## src/rtl/axis_synchronizer_2.sv

```systemverilog
// Two-channel AXI-Stream joiner: per-channel 2-deep FIFOs feed one
// registered output stage that emits channel pairs in arrival order.

module axis_sync_fifo #(
   parameter int W = 16
) (
   input  logic         clk,
   input  logic         rst,
   input  logic         in_valid,
   input  logic [W-1:0] in_data,
   output logic         in_ready,
   input  logic         pop,
   output logic         not_empty,
   output logic [W-1:0] head
);

   logic [W-1:0] mem [2];
   logic         wp;
   logic         rp;
   logic [1:0]   cnt;
   logic [1:0]   cnt_nxt;
   logic         push;

   assign push      = in_valid & in_ready;
   assign cnt_nxt   = cnt + {1'b0, push} - {1'b0, pop};
   assign not_empty = (cnt != 2'd0);
   assign head      = mem[rp];

   // ready reflects occupancy after this edge, so it never admits a third word
   always_ff @(posedge clk or negedge rst) begin
      if (!rst) begin
         mem[0]   <= '0;
         mem[1]   <= '0;
         wp       <= 1'b0;
         rp       <= 1'b0;
         cnt      <= 2'd0;
         in_ready <= 1'b0;
      end else begin
         if (push) begin
            mem[wp] <= in_data;
            wp      <= ~wp;
         end
         if (pop) begin
            rp <= ~rp;
         end
         cnt      <= cnt_nxt;
         in_ready <= (cnt_nxt < 2'd2);
      end
   end

endmodule

module axis_synchronizer_2 #(
   parameter int DATA_WIDTH_0 = 16,
   parameter int DATA_WIDTH_1 = 16
) (
   input  logic                    clk,
   input  logic                    rst,
   input  logic                    input_0_valid,
   input  logic [DATA_WIDTH_0-1:0] input_0_data,
   output logic                    input_0_ready,
   input  logic                    input_1_valid,
   input  logic [DATA_WIDTH_1-1:0] input_1_data,
   output logic                    input_1_ready,
   output logic                    output_valid,
   output logic [DATA_WIDTH_0-1:0] output_data_0,
   output logic [DATA_WIDTH_1-1:0] output_data_1,
   input  logic                    output_ready
);

   logic                    ne_0;
   logic                    ne_1;
   logic [DATA_WIDTH_0-1:0] head_0;
   logic [DATA_WIDTH_1-1:0] head_1;
   logic                    load;

   assign load = ne_0 & ne_1 & (~output_valid | output_ready);

   axis_sync_fifo #(.W(DATA_WIDTH_0)) u_fifo_0 (
      .clk       (clk),
      .rst       (rst),
      .in_valid  (input_0_valid),
      .in_data   (input_0_data),
      .in_ready  (input_0_ready),
      .pop       (load),
      .not_empty (ne_0),
      .head      (head_0)
   );

   axis_sync_fifo #(.W(DATA_WIDTH_1)) u_fifo_1 (
      .clk       (clk),
      .rst       (rst),
      .in_valid  (input_1_valid),
      .in_data   (input_1_data),
      .in_ready  (input_1_ready),
      .pop       (load),
      .not_empty (ne_1),
      .head      (head_1)
   );

   always_ff @(posedge clk or negedge rst) begin
      if (!rst) begin
         output_valid  <= 1'b0;
         output_data_0 <= '0;
         output_data_1 <= '0;
      end else if (load) begin
         output_valid  <= 1'b1;
         output_data_0 <= head_0;
         output_data_1 <= head_1;
      end else if (output_ready) begin
         output_valid  <= 1'b0;
      end
   end

endmodule

```

## config.mk

```make
export PLATFORM = sky130hd
export DESIGN_NAME = axis_synchronizer_2
export DESIGN_NICKNAME = d
export VERILOG_FILES = /design/src/rtl/axis_synchronizer_2.sv
export SDC_FILE = /design/constraint.sdc
export NUM_CORES = 1
export LEC_CHECK = 0
export CAP_MARGIN = 20
export CORE_MARGIN = 10
export CORE_UTILIZATION = 45
export CTS_CLUSTER_SIZE = 25
export DETAILED_ROUTE_END_ITERATION = 10
export PLACE_DENSITY_LB_ADDON = 0.25
export SLEW_MARGIN = 40
export SYNTH_ARGS = -nofsm -noshare
export SYNTH_HDL_FRONTEND = slang
export SYNTH_SLANG_ARGS = --single-unit
```

## constraint.sdc

```tcl
create_clock -name clk -period 3.95 [get_ports clk]
set_input_delay 0.395 -clock clk [delete_from_list [all_inputs] [get_ports clk]]
set_output_delay 0.395 -clock clk [all_outputs]
set_load 0.005 [all_outputs]
```

# Word-level counts from Yosys, hierarchy flattened
# Cells that the tools add are included.
op_classes:
  n_addsub: 4
  mul: 0
  div_mod_pow: 0
  order_cmp: 8
  eq_ne: 0
  shift: 0
  n_mux: 14
  bitwise_logic: 14
  n_reduce_logical: 5
ops:
  columns: ["cell", "n"]
  rows:
  - ["2-to-1 mux 16 bit", 8]
  - ["bitwise mux 32 bit", 2]
  - ["demux 16 bit (select 1 bit)", 2]
  - ["greater-or-equal comparator 2 bit (second input constant)", 4]
  - ["NOT 1 -> 2 bit", 4]
  - ["nonzero test 2 bit", 3]
  - ["NOT 1 bit", 5]
  - ["adder 2 x 1 -> 2 bit", 2]
  - ["bitwise AND 1 bit", 4]
  - ["less-than comparator 2 x 1 -> 1 bit (second input constant)", 2]
  - ["less-than comparator 2 bit (second input constant)", 2]
  - ["subtractor 2 x 1 -> 2 bit", 2]
  - ["logical AND 1 bit", 2]
  - ["2-to-1 mux 1 bit", 2]
  - ["bitwise OR 1 bit", 1]
totals:
  regBits: 107
  latch_bits: 0
  ram_bits: 0
  rom_bits: 0
  out_inout_bits: 35
  elab_cells: 60
  n_memories: 0

# Logic depth before layout (Yosys ltp)
# Gate-level depths: netlist of the first run.
logic_depth:
  depth_word: 6
  ltp_mapped: 6
  depth_no_buf: 5

# By module
# A second synthesis of the first run with hierarchy kept.
hier_totals:
  cells_unflattened: 275
  area_unflattened_um2: 4640.7
by_module_without_submodules:
  columns: ["module", "n_inst", "cells_per_inst", "area_each_um2", "seq_area_each_um2"]
  rows:
  - ["axis_sync_fifo", 2, 101, 1694.1, 925.9]
  - ["axis_synchronizer_2", 1, 73, 1252.5, 825.8]

# Least setup slack after synthesis of the first run
# OpenSTA, ideal clock, no wires.
synth_timing:
  kind: "input port to flip-flop"
  start: "input output_ready"
  end: "register u_fifo_0.in_ready"
  setup_ns: 0.137
  t_arrival_ns: 1.465
  required_time_ns: 3.813
  setup_slack_ns: 2.347
  path_stages: 6
  path_buffers: 1
  cell_sequence: "and2b_2 -> nor2_8 -> buf_12 -> xor2_1 -> ha_1 -> xor2_1"
synth_via:
  elab_chain_cells: 4
synth_rtl:
  columns: ["element", "line", "rtl"]
  rows:
  - ["start: declaration", "68", "input logic output_ready"]
  - ["bitwise OR 1 bit", "77", "assign load = ne_0 & ne_1 & (~output_valid | output_ready);"]
  - ["bitwise AND 1 bit", "77", null]
  - ["subtractor 2 x 1 -> 2 bit", "25", "assign cnt_nxt = cnt + {1'b0, push} - {1'b0, pop};"]
  - ["less-than comparator 2 bit", "47", "in_ready <= (cnt_nxt < 2'd2);"]
  - ["end signal: assignment", "47", null]
  - ["end: declaration", "11", "output logic in_ready,"]
# Every way passes these cells.
# A chain may end at the register's enable or synchronous reset.

# Worst setup path after layout of the first run
layout_timing:
  start: "input output_ready"
  end: "register output_data_0[15]"
layout_via:
  elab_chain_cells: 2
layout_rtl:
  columns: ["element", "line", "rtl"]
  rows:
  - ["bitwise OR 1 bit", "77", null]
  - ["bitwise AND 1 bit", "77", null]
  - ["end signal: assignment", "104", "output_data_0 <= '0;"]
  - ["end signal: assignment", "108", "output_data_0 <= head_0;"]
  - ["end: declaration", "66", "output logic [DATA_WIDTH_0-1:0] output_data_0,"]
# Every way passes these cells.

==> results.yml, run 1 <==
grt:
  grt_pass1_wl_um: 13900
  grt_max_degree: 80
  grtUsageTotal_pct: 11.9
  antenna_found_initial: 0
  grt_pass1_vias: 2640
  grt_overflow: 0
route:
  avgViaCountPerCell: 4.91
  wl_um: 8450
  drc_errors: 0
  num_vias: 2369
  drt-initial-drc-count: 81
  dr.pass1.iters: 2
  antenna_left: 0
  wl_per_cell_um: 17.5
timing:
  fmax_ghz: 0.534
  report.final.slew_viol_count: 0
  rsz0062_at_grt: "no"
  period_share_pct: 47.4
  clock_skew_ns: 0.0163
  post-route-min-period_ns: 1.87
  hold_ws_ns: 0.0544
  hold_violations: 0
  max-slew-margin-rel_pct: 45.8
  tightest_slew_ns: 0.813
  finalSetupTns_ns: 0
  finalWorstSetupSlack_ns: 2.08
  finalSetupViolCount: 0
critical_path:
  crit_buf_inv: 2
  crit_fanout: 20
  cp_top_family: "buffers and inverters"
  crit_path_start_kind: "input port"
  critical_path.cell_chain: "clkdlybuf4s50_1 -> and2b_2 -> nor2_8 -> buf_12 -> mux2_2"
  max_stage_delay_ns: 0.44
  cp-end-kind: "register"
  cp.arrival_ns: 2.11
  cp_slowest_cell: "clkdlybuf4s50_1"
  crit_required_ns: 4.19
  criticalPathCategory: "in -> reg"
logic_synthesis:
  synth_compound_area_share_pct: 0.975
  synth_area_leader_cell: "dfrtp_1"
  yosysUniqueCellTypes: 19
  synth.area.mux_share_pct: 33.3
  seq_area_frac_synth_pct: 58.0
  ys_warn_count: 0
  ys_ff_latch: 107
  netlist_instances: 275
  synth_top_area_share_pct: 58.0
  synth.avg_cell_area_um2: 16.8
  synth_area_um2: 4620
  synth_top_family_by_area: "multiplexers"
  synthAdderAreaFrac_pct: 0.542
  synthXorXnorAreaFrac_pct: 1.90
  synthTopCellsByArea: "dfrtp_1 58%, mux2_2 25%, mux2_4 8.5%"
  synth_fp_nets: 314
  synth-simple-area-share_pct: 1.68
power:
  power.total_mw: 4.84
  ir_drop_mv: 0.458
  p_leak_nw: 2.39
  p_per_area_nw_per_um2: 868
floorplanning:
  core_region_area_um2: 9910
  rows: 36
  die_area_um2: 14700
  die_w_um: 121
  fp.dieH_um: 121
  start_util_pct: 46.6
  num_io_pins: 72
run:
  cap_violations: 0
final_layout:
  drive_gt1_share_pct: 44.7
  final_cells: 482
  seq_area_um2: 2680
  multi_input_comb_area_um2: 1780
  stdcell_area_um2: 5570
  nets: 383
  synthToLayoutAreaGrowth_pct: 20.6
  fillCellCount: 813
  num_antenna_cells: 0
  final_util_pct: 56.2
cts:
  clk_path_buf_depth: 2
  cts_buffers: 9
  hold_buffers: 0
  clockRootBuffer: "clkbuf_8"
  cts_setup_buffers: 0
  numClockSinks: 107
  clkTransAtPathRegs_ns: 0.10
  post_cts_resize_count: 0
  cts_tree: "yes"
  clkLatencyLatePin_ns: 0.36
  cts_max_level: 3
outcome:
  outcome: "complete, no violations"
placed_design:
  hpwl_um: 5540
  dpl-instance-area_um2: 5340
  dpl_worst_slack_ns: 1.40
  portBuffers: 71
  dpl.cell_count: 465
  routabilityCongestion: 0.723
worst_hold_path:
  hp-class: "in -> async"
[cells by family after synthesis]
family | count (synthesis)
muxes | 128
DFF | 107
buffers and inverters | 15
xor gates and xnor gates | 10
and+or+nand+nor | 10
AOI/OAI and AO/OA | 3
adders and majority gates | 2
[power breakdown]
group          internal [mW]  switching [mW]
registers               1.67           0.380
clock network          0.321           0.370
logic                   1.44           0.656
[synthesized netlist by cell type]
cell        n
and2_1      2
nor2_1      1
mux2_2    102
ha_1        2
buf_6       6
or2b_1      1
buf_4       4
o31ai_2     2
buf_2       2
and2b_2     1
nor2_8      1
dfrtp_1   107
xor2_1      8
o22ai_4     1
nand2_2     2
nand2b_1    2
mux2_4     26
buf_12      3
xnor2_1     2
[worst reg2reg max path, cell delays in order, from the launching register on]
cell	delay, ns
dfrtp_1	0.38
and2b_2	0.26
nor2_8	0.40
buf_12	0.26
mux2_2	0.35
[cells in the final DEF, fill, tap and decap left out, types with 2 or more instances in the layout]
| cell type | instances |
|---|---|
| nand2_2 | 2 |
| nand2b_2 | 2 |
| dfrtp_1 | 106 |
| o31ai_2 | 2 |
| mux2_2 | 102 |
| inv_6 | 2 |
| xor2_1 | 8 |
| xnor2_1 | 2 |
| mux2_4 | 26 |
| clkbuf_8 | 10 |
| and2_1 | 2 |
| clkdlybuf4s50_1 | 70 |
| ha_1 | 2 |
[per-layer routing]
layer / wire length [µm] / vias to the layer above / share of wire [%] / global-route usage, %
li1: - / 1094 / - / -
met5: 0 / - / 0 / 0
met1: 3940 / 1224 / 47 / 15.3
met3: 334 / 10 / 4.0 / 2.75
met2: 4050 / 41 / 48 / 18.9
met4: 125 / 0 / 1.5 / 4.92
[cell type report]
cell class | instances | share of cell area [%]
Multi-Input combinational cell | 153 | 31.9
Clock inverter | 5 | 1.21
Sequential cell | 107 | 48.1
Tap cell | 133 | 2.99
Clock buffer | 11 | 2.54
Timing Repair Buffer | 73 | 13.3
[flip-flops by register name (all words and copies together), names as in the netlist, 2 cells and up]
register / flops
u_fifo_1.cnt: 2
u_fifo_0.mem: 32
output_data_1: 16
u_fifo_1.mem: 32
u_fifo_0.cnt: 2
output_data_0: 16
[final timing paths]
check / start / endpoint / slack, ns / depth (start not counted)
max in group asynchronous: rst / u_fifo_0.rp$_DFFE_PN0P_ / 2.99 / 2
hold / removal: rst / u_fifo_1.mem[0]$_DFFE_PN0P_ / 0.05 / 1
hold reg to reg: u_fifo_0.mem[2]$_DFFE_PN0P_ / u_fifo_0.mem[2]$_DFFE_PN0P_ / 0.51 / 1
min in group clk: u_fifo_0.mem[2]$_DFFE_PN0P_ / u_fifo_0.mem[2]$_DFFE_PN0P_ / 0.51 / 1
setup / recovery: output_ready / output_data_0[15]$_DFFE_PN0P_ / 2.08 / 5
setup reg to reg: output_valid$_DFFE_PN0P_ / output_data_0[15]$_DFFE_PN0P_ / 2.20 / 4
No activity file was read; power rests on OpenSTA's default activity.
==> run 2, diff against run 1 <==
==> constraint.sdc (replaced) <==
create_clock -name clk -period 1.5 [get_ports clk]
set_input_delay 0.15 -clock clk [delete_from_list [all_inputs] [get_ports clk]]
set_output_delay 0.15 -clock clk [all_outputs]
set_load 0.005 [all_outputs]
==> run 2 against run 1 <==
  * Sequential power grew to 2.5 times the previous value
  * Critical path depth stayed put
  * Cell area is 4.4% higher
  * First-iteration DRC count is 1.2% higher
  * Final cell count is 3.1% higher
  * Flip-flop and latch count stayed put
  * Worst hold slack better by 0.25 ns
  * Total power grew to 2.8 times the previous value
  * Sequential share of layout area is 2.0 points lower
==> results.yml, run 2 (same netlist as run 1, synthesis figures left out) <==
outcome:
  outcome: "complete, no violations"
critical_path:
  cp.arrival_ns: 1.70
  cp.depth: 5
  rr_worst_depth: 5
  crit_path_start_kind: "register"
  crit_required_ns: 1.72
  criticalPathCategory: "reg -> reg"
  cp_top_family: "flip-flops"
  crit_buf_inv: 0
  max_stage_delay_ns: 0.42
  critical_path.cell_chain: "o22ai_4 -> nor2_8 -> xor2_2 -> ha_2 -> xor2_1"
  cp-end-kind: "register"
  r2r_slack_ns: 0.02
  crit_fanout: 5
  cp_slowest_cell: "dfrtp_1"
timing:
  finalSetupTns_ns: 0
  hold_violations: 0
  max-slew-margin-rel_pct: 76.0
  tightest_slew_ns: 0.358
  report.final.slew_viol_count: 0
  fmax_ghz: 0.677
  post-route-min-period_ns: 1.48
  hold_ws_ns: 0.308
  period_share_pct: 98.5
  finalSetupViolCount: 0
  rsz0062_at_grt: "yes"
  clock_skew_ns: 0.0121
  finalWorstSetupSlack_ns: 0.0221
grt:
  grt_max_degree: 65
  grt_overflow: 0
  grt_pass1_wl_um: 14500
  antenna_found_initial: 0
  grt_pass1_vias: 2711
  grtUsageTotal_pct: 12.4
route:
  num_vias: 2426
  dr.pass1.iters: 4
  wl_um: 8660
  antenna_left: 0
  wl_per_cell_um: 17.4
  drc_errors: 0
  drt-initial-drc-count: 82
  avgViaCountPerCell: 4.88
placed_design:
  routabilityCongestion: 0.719
  dpl.cell_count: 480
  hpwl_um: 5970
  portBuffers: 71
  dpl_worst_slack_ns: -0.193
  dpl-instance-area_um2: 5580
floorplanning:
  fp.dieH_um: 121
  num_io_pins: 72
  die_area_um2: 14700
  rows: 36
  die_w_um: 121
  core_region_area_um2: 9910
  start_util_pct: 46.6
power:
  ir_drop_mv: 1.30
  p_per_area_nw_per_um2: 2300
  p_leak_nw: 2.51
  power.total_mw: 13.4
final_layout:
  final_cell_mix: "106 x dfrtp_1, 99 x mux2_2, 69 x clkdlybuf4s50_1"
  seq_area_um2: 2680
  fillCellCount: 805
  layout_commonest_cell: "dfrtp_1"
  synthToLayoutAreaGrowth_pct: 26.0
  reg.largest.list: "u_fifo_0.mem x32, u_fifo_1.mem x32"
  nets: 399
  num_antenna_cells: 0
  final_util_pct: 58.7
  stdcell_area_um2: 5820
  drive_gt1_share_pct: 47.5
  multi_input_comb_area_um2: 1810
  final_cells: 497
cts:
  cts_buffers: 9
  cts_tree: "yes"
  numClockSinks: 107
  clkTransAtPathRegs_ns: 0.10
  cts_max_level: 3
  clockRootBuffer: "clkbuf_8"
  clk_path_buf_depth: 2
  clkLatencyLatePin_ns: 0.36
run:
  cap_violations: 0
worst_hold_path:
  hp-class: "in -> async"
==> run 2: cell type report <==
| cell class | count | share of cell area (%) |
|---|---|---|
| well taps | 133 | 2.86 |
| repair buffers | 89 | 16.6 |
| clock buffers | 12 | 2.67 |
| multi-input cells | 153 | 31.0 |
| flip-flops and latches | 107 | 46.0 |
| clock inverters | 3 | 0.795 |
==> run 2: path summary, 6_finish.rpt <==
kind | start | endpoint
worst max-delay path | u_fifo_0.cnt[0]$_DFF_PN0_ | u_fifo_0.in_ready$_DFF_PN0_
worst min-delay path | rst | u_fifo_1.mem[7]$_DFFE_PN0P_
worst max register to register | u_fifo_0.cnt[0]$_DFF_PN0_ | u_fifo_0.in_ready$_DFF_PN0_
worst min register to register | u_fifo_0.mem[13]$_DFFE_PN0P_ | u_fifo_0.mem[13]$_DFFE_PN0P_
max in group asynchronous | rst | u_fifo_0.mem[31]$_DFFE_PN0P_
min in group clk | input_0_data[11] | u_fifo_0.mem[11]$_DFFE_PN0P_
==> run 2: power by group <==
group / switching (mW) / total (mW) / internal (mW)
clock: 0.940 / 1.80 / 0.863
sequential: 0.806 / 5.22 / 4.42
combinational: 2.09 / 6.35 / 4.26
==> run 2: metal layers <==
metal	track usage (%)	vias up	part of all wire (%)	wire (µm)
met4	4.92	0	1.4	124
met5	0	-	0	0
li1	-	1135	-	-
met2	19.5	46	47	4110
met3	3.40	9	5.4	469
met1	15.9	1236	46	3950
==> run 2: repair_timing <==
item,in CTS,in global routing
hold buffers,1,0
gates resized for setup,0,7
hold endpoints to repair,107,0
setup endpoints to repair,0,7
setup buffers,0,1
==> run 2: tightest hold or removal path, delay by kind of cell <==
kind                   cells  cell delay, ns
buffers and inverters      3            0.89
==> run 3, diff against run 2 <==
--- a/config.mk
+++ b/config.mk
@@ -5,7 +5,6 @@
 export SDC_FILE = /design/constraint.sdc
 export NUM_CORES = 1
 export LEC_CHECK = 0
-export CAP_MARGIN = 20
 export CORE_MARGIN = 10
 export CORE_UTILIZATION = 45
 export CTS_CLUSTER_SIZE = 25
==> results of run 3 <==
Final layout, timing and power as in run 2 (identical DEF).
